==> config.mk <==
export PLATFORM = sky130hd
export DESIGN_NAME = bin_to_bcd_seq
export DESIGN_NICKNAME = d
export VERILOG_FILES = /design/src/rtl/bcd_pkg.sv /design/src/rtl/bcd_add3_digit.sv /design/src/rtl/bin_to_bcd_seq.sv
export SDC_FILE = /design/constraint.sdc
export NUM_CORES = 1
export LEC_CHECK = 0
export ABC_AREA = 0
export BUFFER_PORTS_ARGS = -buffer_cell sky130_fd_sc_hd__buf_2
export CAP_MARGIN = 20
export CORE_MARGIN = 4
export CORE_UTILIZATION = 27
export CTS_CLUSTER_SIZE = 14
export DETAILED_ROUTE_END_ITERATION = 16
export SYNTH_ARGS = -nofsm -noshare
export SYNTH_HDL_FRONTEND = slang
export SYNTH_HIERARCHICAL = 1
export SYNTH_SLANG_ARGS = --single-unit
==> constraint.sdc <==
create_clock -name clk -period 1.85 [get_ports clk]
set_input_delay 0.185 -clock clk [delete_from_list [all_inputs] [get_ports clk]]
set_output_delay 0.185 -clock clk [all_outputs]
set_load 0.05 [all_outputs]
==> src/rtl/bcd_pkg.sv <==
// ---------------------------------------------------------------------------
// bcd_pkg
// Shared definitions for the BCD conversion and display path.
//   BCD_DIGIT_W     : width of one packed BCD digit
//   BCD_BLANK       : nibble code the 7-segment decoder renders as blank
//   BCD_NINE        : digit value used when a result saturates
//   conv_state_t    : converter FSM states (IDLE, SHIFT)
//   interior_digits : number of BCD digits needed to hold any bin_w-bit value
//   max_value       : largest value representable in a given digit count
// ---------------------------------------------------------------------------
package bcd_pkg;

    localparam int          BCD_DIGIT_W = 4;
    localparam logic [3:0]  BCD_BLANK   = 4'b1111;
    localparam logic [3:0]  BCD_NINE    = 4'd9;

    typedef enum logic {
        IDLE,
        SHIFT
    } conv_state_t;

    // log10(2) is about 0.30103, so 0.31 per bit plus one spare digit always
    // covers 2^bin_w - 1 for every width up to 32 bits.
    function automatic int interior_digits(input int bin_w);
        return (bin_w * 31) / 100 + 1;
    endfunction

    // 10^digits - 1, computed in 64 bits so eight digits never overflow.
    function automatic logic [63:0] max_value(input int digits);
        logic [63:0] p;
        p = 64'd1;
        for (int i = 0; i < digits; i++) begin
            p = p * 64'd10;
        end
        return p - 64'd1;
    endfunction

endpackage

==> src/rtl/bcd_add3_digit.sv <==
// ---------------------------------------------------------------------------
// bcd_add3_digit
// Combinational double-dabble correction for one BCD nibble: any digit of
// five or more gets three added so the following left shift carries into
// the next digit correctly.
//   din  : scratch nibble before correction
//   dout : corrected nibble
// ---------------------------------------------------------------------------
module bcd_add3_digit
    import bcd_pkg::*;
(
    input  logic [BCD_DIGIT_W-1:0] din,
    output logic [BCD_DIGIT_W-1:0] dout
);

    // Plain compare-and-add; a 4-bit wrap cannot occur because din <= 9 in use.
    always_comb begin
        dout = din;
        if (din >= 4'd5) begin
            dout = din + 4'd3;
        end
    end

endmodule

==> src/rtl/bin_to_bcd_seq.sv <==
// ---------------------------------------------------------------------------
// bin_to_bcd_seq
// Sequential double-dabble converter: one shift per input bit, start/busy/
// done handshake, result saturates to all nines when the value does not fit
// in DIGITS decimal digits.
//
// Parameters
//   BIN_W  : binary input width (1..32)
//   DIGITS : number of BCD digits presented on bcd (1..8)
//
// Ports
//   clk      : rising-edge clock
//   rst_n    : synchronous active-low reset
//   start    : conversion request, taken only in IDLE (including the done cycle)
//   bin      : unsigned operand, captured on the accepting edge
//   busy     : conversion in progress
//   done     : one-cycle pulse, bcd/overflow updated this cycle
//   overflow : operand exceeded 10^DIGITS-1 (held until the next done)
//   bcd      : packed result, digit 0 (units) in bits [3:0]
//
// Optional feature (macro BCD_LEADING_ZERO_BLANK_EN)
//   Leading zero digits above digit 0 are replaced by BCD_BLANK when bcd is
//   loaded; saturated results are never blanked and the reset value becomes
//   all blanks with digit 0 = 0.
// ---------------------------------------------------------------------------
module bin_to_bcd_seq
    import bcd_pkg::*;
#(
    parameter int BIN_W  = 14,
    parameter int DIGITS = 4
)(
    input  logic                          clk,
    input  logic                          rst_n,
    input  logic                          start,
    input  logic [BIN_W-1:0]              bin,
    output logic                          busy,
    output logic                          done,
    output logic                          overflow,
    output logic [BCD_DIGIT_W*DIGITS-1:0] bcd
);

    localparam int          INT_DIGITS = interior_digits(BIN_W);
    localparam int          INT_W      = INT_DIGITS * BCD_DIGIT_W;
    localparam int          OUT_W      = DIGITS * BCD_DIGIT_W;
    localparam int          CNT_W      = 6;
    localparam logic [63:0] MAX_VAL    = max_value(DIGITS);

    // Refuse to build outside the supported parameter range.
    if (BIN_W < 1 || BIN_W > 32) begin : g_bad_bin_w
        $error("bin_to_bcd_seq: BIN_W must be within 1..32");
    end
    if (DIGITS < 1 || DIGITS > 8) begin : g_bad_digits
        $error("bin_to_bcd_seq: DIGITS must be within 1..8");
    end

    conv_state_t              state;
    conv_state_t              state_next;
    logic [BIN_W-1:0]         shreg;
    logic [INT_W-1:0]         scratch;
    logic [INT_W-1:0]         corr;
    logic [INT_W+BIN_W-1:0]   shifted;
    logic [INT_W-1:0]         scratch_next;
    logic [BIN_W-1:0]         shreg_next;
    logic [CNT_W-1:0]         cnt;
    logic                     ovf_pend;
    logic [63:0]              bin_wide;
    logic                     accept;
    logic                     last_shift;
    logic [OUT_W-1:0]         bcd_raw;
    logic [OUT_W-1:0]         bcd_disp;
    logic [OUT_W-1:0]         bcd_sat;
    logic [OUT_W-1:0]         bcd_rst;

    assign accept     = (state == IDLE) && start;
    assign last_shift = (state == SHIFT) && (cnt == CNT_W'(1));
    assign bin_wide   = 64'(bin);
    assign bcd_sat    = {DIGITS{BCD_NINE}};

    // One correction cell per interior digit; the scratch is sized so the
    // full operand always fits, the output selection happens afterwards.
    for (genvar g = 0; g < INT_DIGITS; g++) begin : g_add3
        bcd_add3_digit u_add3 (
            .din  (scratch[g*BCD_DIGIT_W +: BCD_DIGIT_W]),
            .dout (corr[g*BCD_DIGIT_W +: BCD_DIGIT_W])
        );
    end

    // The corrected scratch and the operand shift as one long register, so
    // the operand MSB falls into the scratch LSB each step.
    assign shifted      = {corr, shreg} << 1;
    assign scratch_next = shifted[INT_W+BIN_W-1:BIN_W];
    assign shreg_next   = shifted[BIN_W-1:0];

    // Pick the presented digits out of the post-shift scratch, padding with
    // zero digits when more digits are shown than the operand can need, and
    // build the per-digit reset pattern alongside.
    for (genvar d = 0; d < DIGITS; d++) begin : g_out
        if (d < INT_DIGITS) begin : g_live
            assign bcd_raw[d*BCD_DIGIT_W +: BCD_DIGIT_W] = scratch_next[d*BCD_DIGIT_W +: BCD_DIGIT_W];
        end else begin : g_pad
            assign bcd_raw[d*BCD_DIGIT_W +: BCD_DIGIT_W] = '0;
        end
        if (d == 0) begin : g_rst_units
            assign bcd_rst[BCD_DIGIT_W-1:0] = '0;
        end else begin : g_rst_upper
`ifdef BCD_LEADING_ZERO_BLANK_EN
            assign bcd_rst[d*BCD_DIGIT_W +: BCD_DIGIT_W] = BCD_BLANK;
`else
            assign bcd_rst[d*BCD_DIGIT_W +: BCD_DIGIT_W] = '0;
`endif
        end
    end

`ifdef BCD_LEADING_ZERO_BLANK_EN
    logic lead_zero;

    // Walk from the most significant digit down and blank zeros until the
    // first non-zero digit; digit 0 is left alone so zero still shows "0".
    always_comb begin
        bcd_disp  = bcd_raw;
        lead_zero = 1'b1;
        for (int d = DIGITS - 1; d >= 1; d--) begin
            if (lead_zero && (bcd_raw[d*BCD_DIGIT_W +: BCD_DIGIT_W] == '0)) begin
                bcd_disp[d*BCD_DIGIT_W +: BCD_DIGIT_W] = BCD_BLANK;
            end else begin
                lead_zero = 1'b0;
            end
        end
    end
`else
    assign bcd_disp = bcd_raw;
`endif

    // State register; reset always returns to IDLE and aborts any conversion.
    always_ff @(posedge clk) begin
        if (!rst_n) begin
            state <= IDLE;
        end else begin
            state <= state_next;
        end
    end

    // Next-state logic: IDLE waits for start, SHIFT runs until the counter
    // reaches its last step. Start is not looked at while shifting.
    always_comb begin
        state_next = state;
        case (state)
            IDLE: begin
                if (start) begin
                    state_next = SHIFT;
                end
            end
            SHIFT: begin
                if (cnt == CNT_W'(1)) begin
                    state_next = IDLE;
                end
            end
            default: begin
                state_next = IDLE;
            end
        endcase
    end

    // Datapath and registered outputs. Acceptance captures the operand and
    // its overflow verdict up front, so later changes on bin are ignored.
    // The last shift loads bcd straight from the post-shift scratch so done
    // and the new result appear in the same cycle.
    always_ff @(posedge clk) begin
        if (!rst_n) begin
            busy     <= 1'b0;
            done     <= 1'b0;
            overflow <= 1'b0;
            bcd      <= bcd_rst;
            shreg    <= '0;
            scratch  <= '0;
            cnt      <= '0;
            ovf_pend <= 1'b0;
        end else begin
            done <= 1'b0;
            if (accept) begin
                shreg    <= bin;
                scratch  <= '0;
                cnt      <= CNT_W'(BIN_W);
                ovf_pend <= (bin_wide > MAX_VAL);
                busy     <= 1'b1;
            end else if (state == SHIFT) begin
                shreg   <= shreg_next;
                scratch <= scratch_next;
                cnt     <= cnt - CNT_W'(1);
                if (last_shift) begin
                    bcd      <= ovf_pend ? bcd_sat : bcd_disp;
                    overflow <= ovf_pend;
                    done     <= 1'b1;
                    busy     <= 1'b0;
                end
            end
        end
    end

endmodule

==> flow_metrics.env <==
export IMPL_grt_max_degree=32
export IMPL_routed_wl_um=5860
export IMPL_r2r_slack_ns=0.33
export IMPL_critPathArrivalTime_ns=1.79
export IMPL_syn_to_final_growth_pct=20.0
export IMPL_drtAntennaViolNets=0
export IMPL_nFillCells=1030
export IMPL_cts_made_buffers=9
export IMPL_rsz0062_at_grt="no"
export IMPL_h_tree_depth=3
export IMPL_grt_use_total_pct=10.7
export IMPL_leakage_nw=1.54
export IMPL_post_place_ws_ns=0.325
export IMPL_final_util_pct=33.5
export IMPL_io_buffers=35
export IMPL_maxCapViolCount=0
export IMPL_ioPinCount=36
export IMPL_r2r_end="scratch[2]$_SDFFE_PP0P_"
export IMPL_worstPathRequired_ns=2.12
export IMPL_antenna_found_initial=0
export IMPL_hold_class="primary input to flip-flop"
export IMPL_dieWidth_um=109
export IMPL_die_area_sq_um=11900
export IMPL_synth_area_sq_um=2760
export IMPL_cp_start_kind="flip-flop"
export IMPL_whs_ns=0.143
export IMPL_vias=2203
export IMPL_initial_core_util_pct=28.0
export IMPL_placedCellCount=466
export IMPL_slew_headroom_pct=66.9
export IMPL_coreArea_sq_um=9860
export IMPL_tns_ns=0
export IMPL_hold_viol=0
export IMPL_vdd_ir_drop_max_mv=0.430
export IMPL_r2r_cells=7
export IMPL_post_cts_setup_buffer_count=0
export IMPL_syn_inst=308
export IMPL_synth_nets=335
export IMPL_drive_above_1_share_pct=19.2
export IMPL_placed_area_sq_um=3090
export IMPL_finish_instance_area_sq_um=3310
export IMPL_cts_tree="yes"
export IMPL_post_route_period_util_pct=82.2
export IMPL_layout_commonest_cell="dfxtp_1"
export IMPL_clk_transition_reported_paths_ns=0.07
export IMPL_power_mw=2.89
export IMPL_post_route_min_period_ns=1.52
export IMPL_max_freq_mhz=657
export IMPL_setup_worst_path_end="scratch[2]$_SDFFE_PP0P_"
export IMPL_cts_sinks=57
export IMPL_row_count=36
export IMPL_post_cts_resized=0
export IMPL_register_area_sq_um=1140
export IMPL_grt_first_pass_wirelength_um=10000
export IMPL_hpwl_um=4180
export IMPL_fin_ws_ns=0.329
export IMPL_clkLatencyLatePin_ns=0.33
export IMPL_die_y_um=109
export IMPL_clockBufferDepth=2
export IMPL_tightestPinTransition_ns=0.496
export IMPL_overflow=0
export IMPL_holdBufCountCts=0
export IMPL_viasPerCell=4.57
export IMPL_drt_iter0_drc=94
export IMPL_skew_ns=0.0112
export IMPL_multi_input_area_sq_um=1480
export IMPL_clk_root_buffer_cell="clkbuf_8"
export IMPL_setup_violations=0
export IMPL_num_antenna_cells=0
export IMPL_cp_end_kind="flip-flop"
export IMPL_wl_per_cell_um=12.2
export IMPL_drc=0
export IMPL_cellPowerDensity_nw_per_um2=872
export IMPL_startpoint="scratch[1]$_SDFFE_PP0P_"
export IMPL_critPathKind="flip-flop to flip-flop"
export IMPL_nNetsFinal=371
export IMPL_finalNonFillerCells=482
export IMPL_first_global_vias=2115
export IMPL_syn_area_per_cell_sq_um=8.95
export IMPL_r2r_start="scratch[1]$_SDFFE_PP0P_"
export IMPL_drt_pass1_iter_count=4
export IMPL_worstPathMaxFanout=3
export IMPL_status="finished clean"
export IMPL_gp_congestion=0.763
export IMPL_slew_viol_final=0
export IMPL_final_cell_mix="dfxtp_1 (56), nand2_1 (39), mux2i_1 (35), buf_2 (35), nor2_1 (29)"
export IMPL_yosys_warnings=6
## worst min path at each step
stage | startpoint | slack, ns | end | depth (start not counted)
6_report | bin[11] | 0.14 | ovf_pend$_SDFFE_PN0P_ | 3
5_1_grt | bin[11] | 0.14 | ovf_pend$_SDFFE_PN0P_ | 3
2_1_floorplan | bin[11] | 0.33 | ovf_pend$_SDFFE_PN0P_ | 2
3_3_place_gp | overflow$_SDFFE_PN0P_ | 0.45 | overflow$_SDFFE_PN0P_ | 2
4_1_cts | bin[11] | 0.14 | ovf_pend$_SDFFE_PN0P_ | 3
3_5_place_dp | overflow$_SDFFE_PN0P_ | 0.47 | overflow$_SDFFE_PN0P_ | 2
## critical path, stage by stage (launching register included)
cell,delay (ns)
dfxtp_1,0.35
inv_1,0.07
ha_1,0.18
nand2b_1,0.17
a21oi_2,0.20
mux2i_1,0.29
mux2i_1,0.11
nor2_1,0.09
## area by class of cell
| class | count | share of cell area [%] |
|---|---|---|
| clock inverters | 4 | 2.31 |
| clock buffers | 12 | 4.39 |
| repair buffers | 44 | 7.72 |
| flip-flops and latches | 57 | 34.5 |
| multi-input cells | 220 | 44.7 |
| inverters | 12 | 1.36 |
| well taps | 133 | 5.03 |
## flip-flops by register name, summed over array words and instances (netlist names)
signal / count
busy: 1
shreg: 14
done: 1
ovf_pend: 1
overflow: 1
bcd: 16
state: 1
scratch: 16
cnt: 6
## report_power, final
| group | switching [mW] | internal, mW | leakage [nW] |
|---|---|---|---|
| registers | 0.0382 | 1.27 | 0.463 |
| logic | 0.152 | 0.115 | 0.965 |
| clock network | 0.514 | 0.799 | 0.107 |
## layer usage
layer	part of all wire, %	wire [um]	global-route usage, %
met3	5.2	306	3.55
met1	48	2820	13.8
met5	0	0	0
met2	45	2660	16.7
met4	1.3	74	3.52
Power figures use the tool's default switching activity.
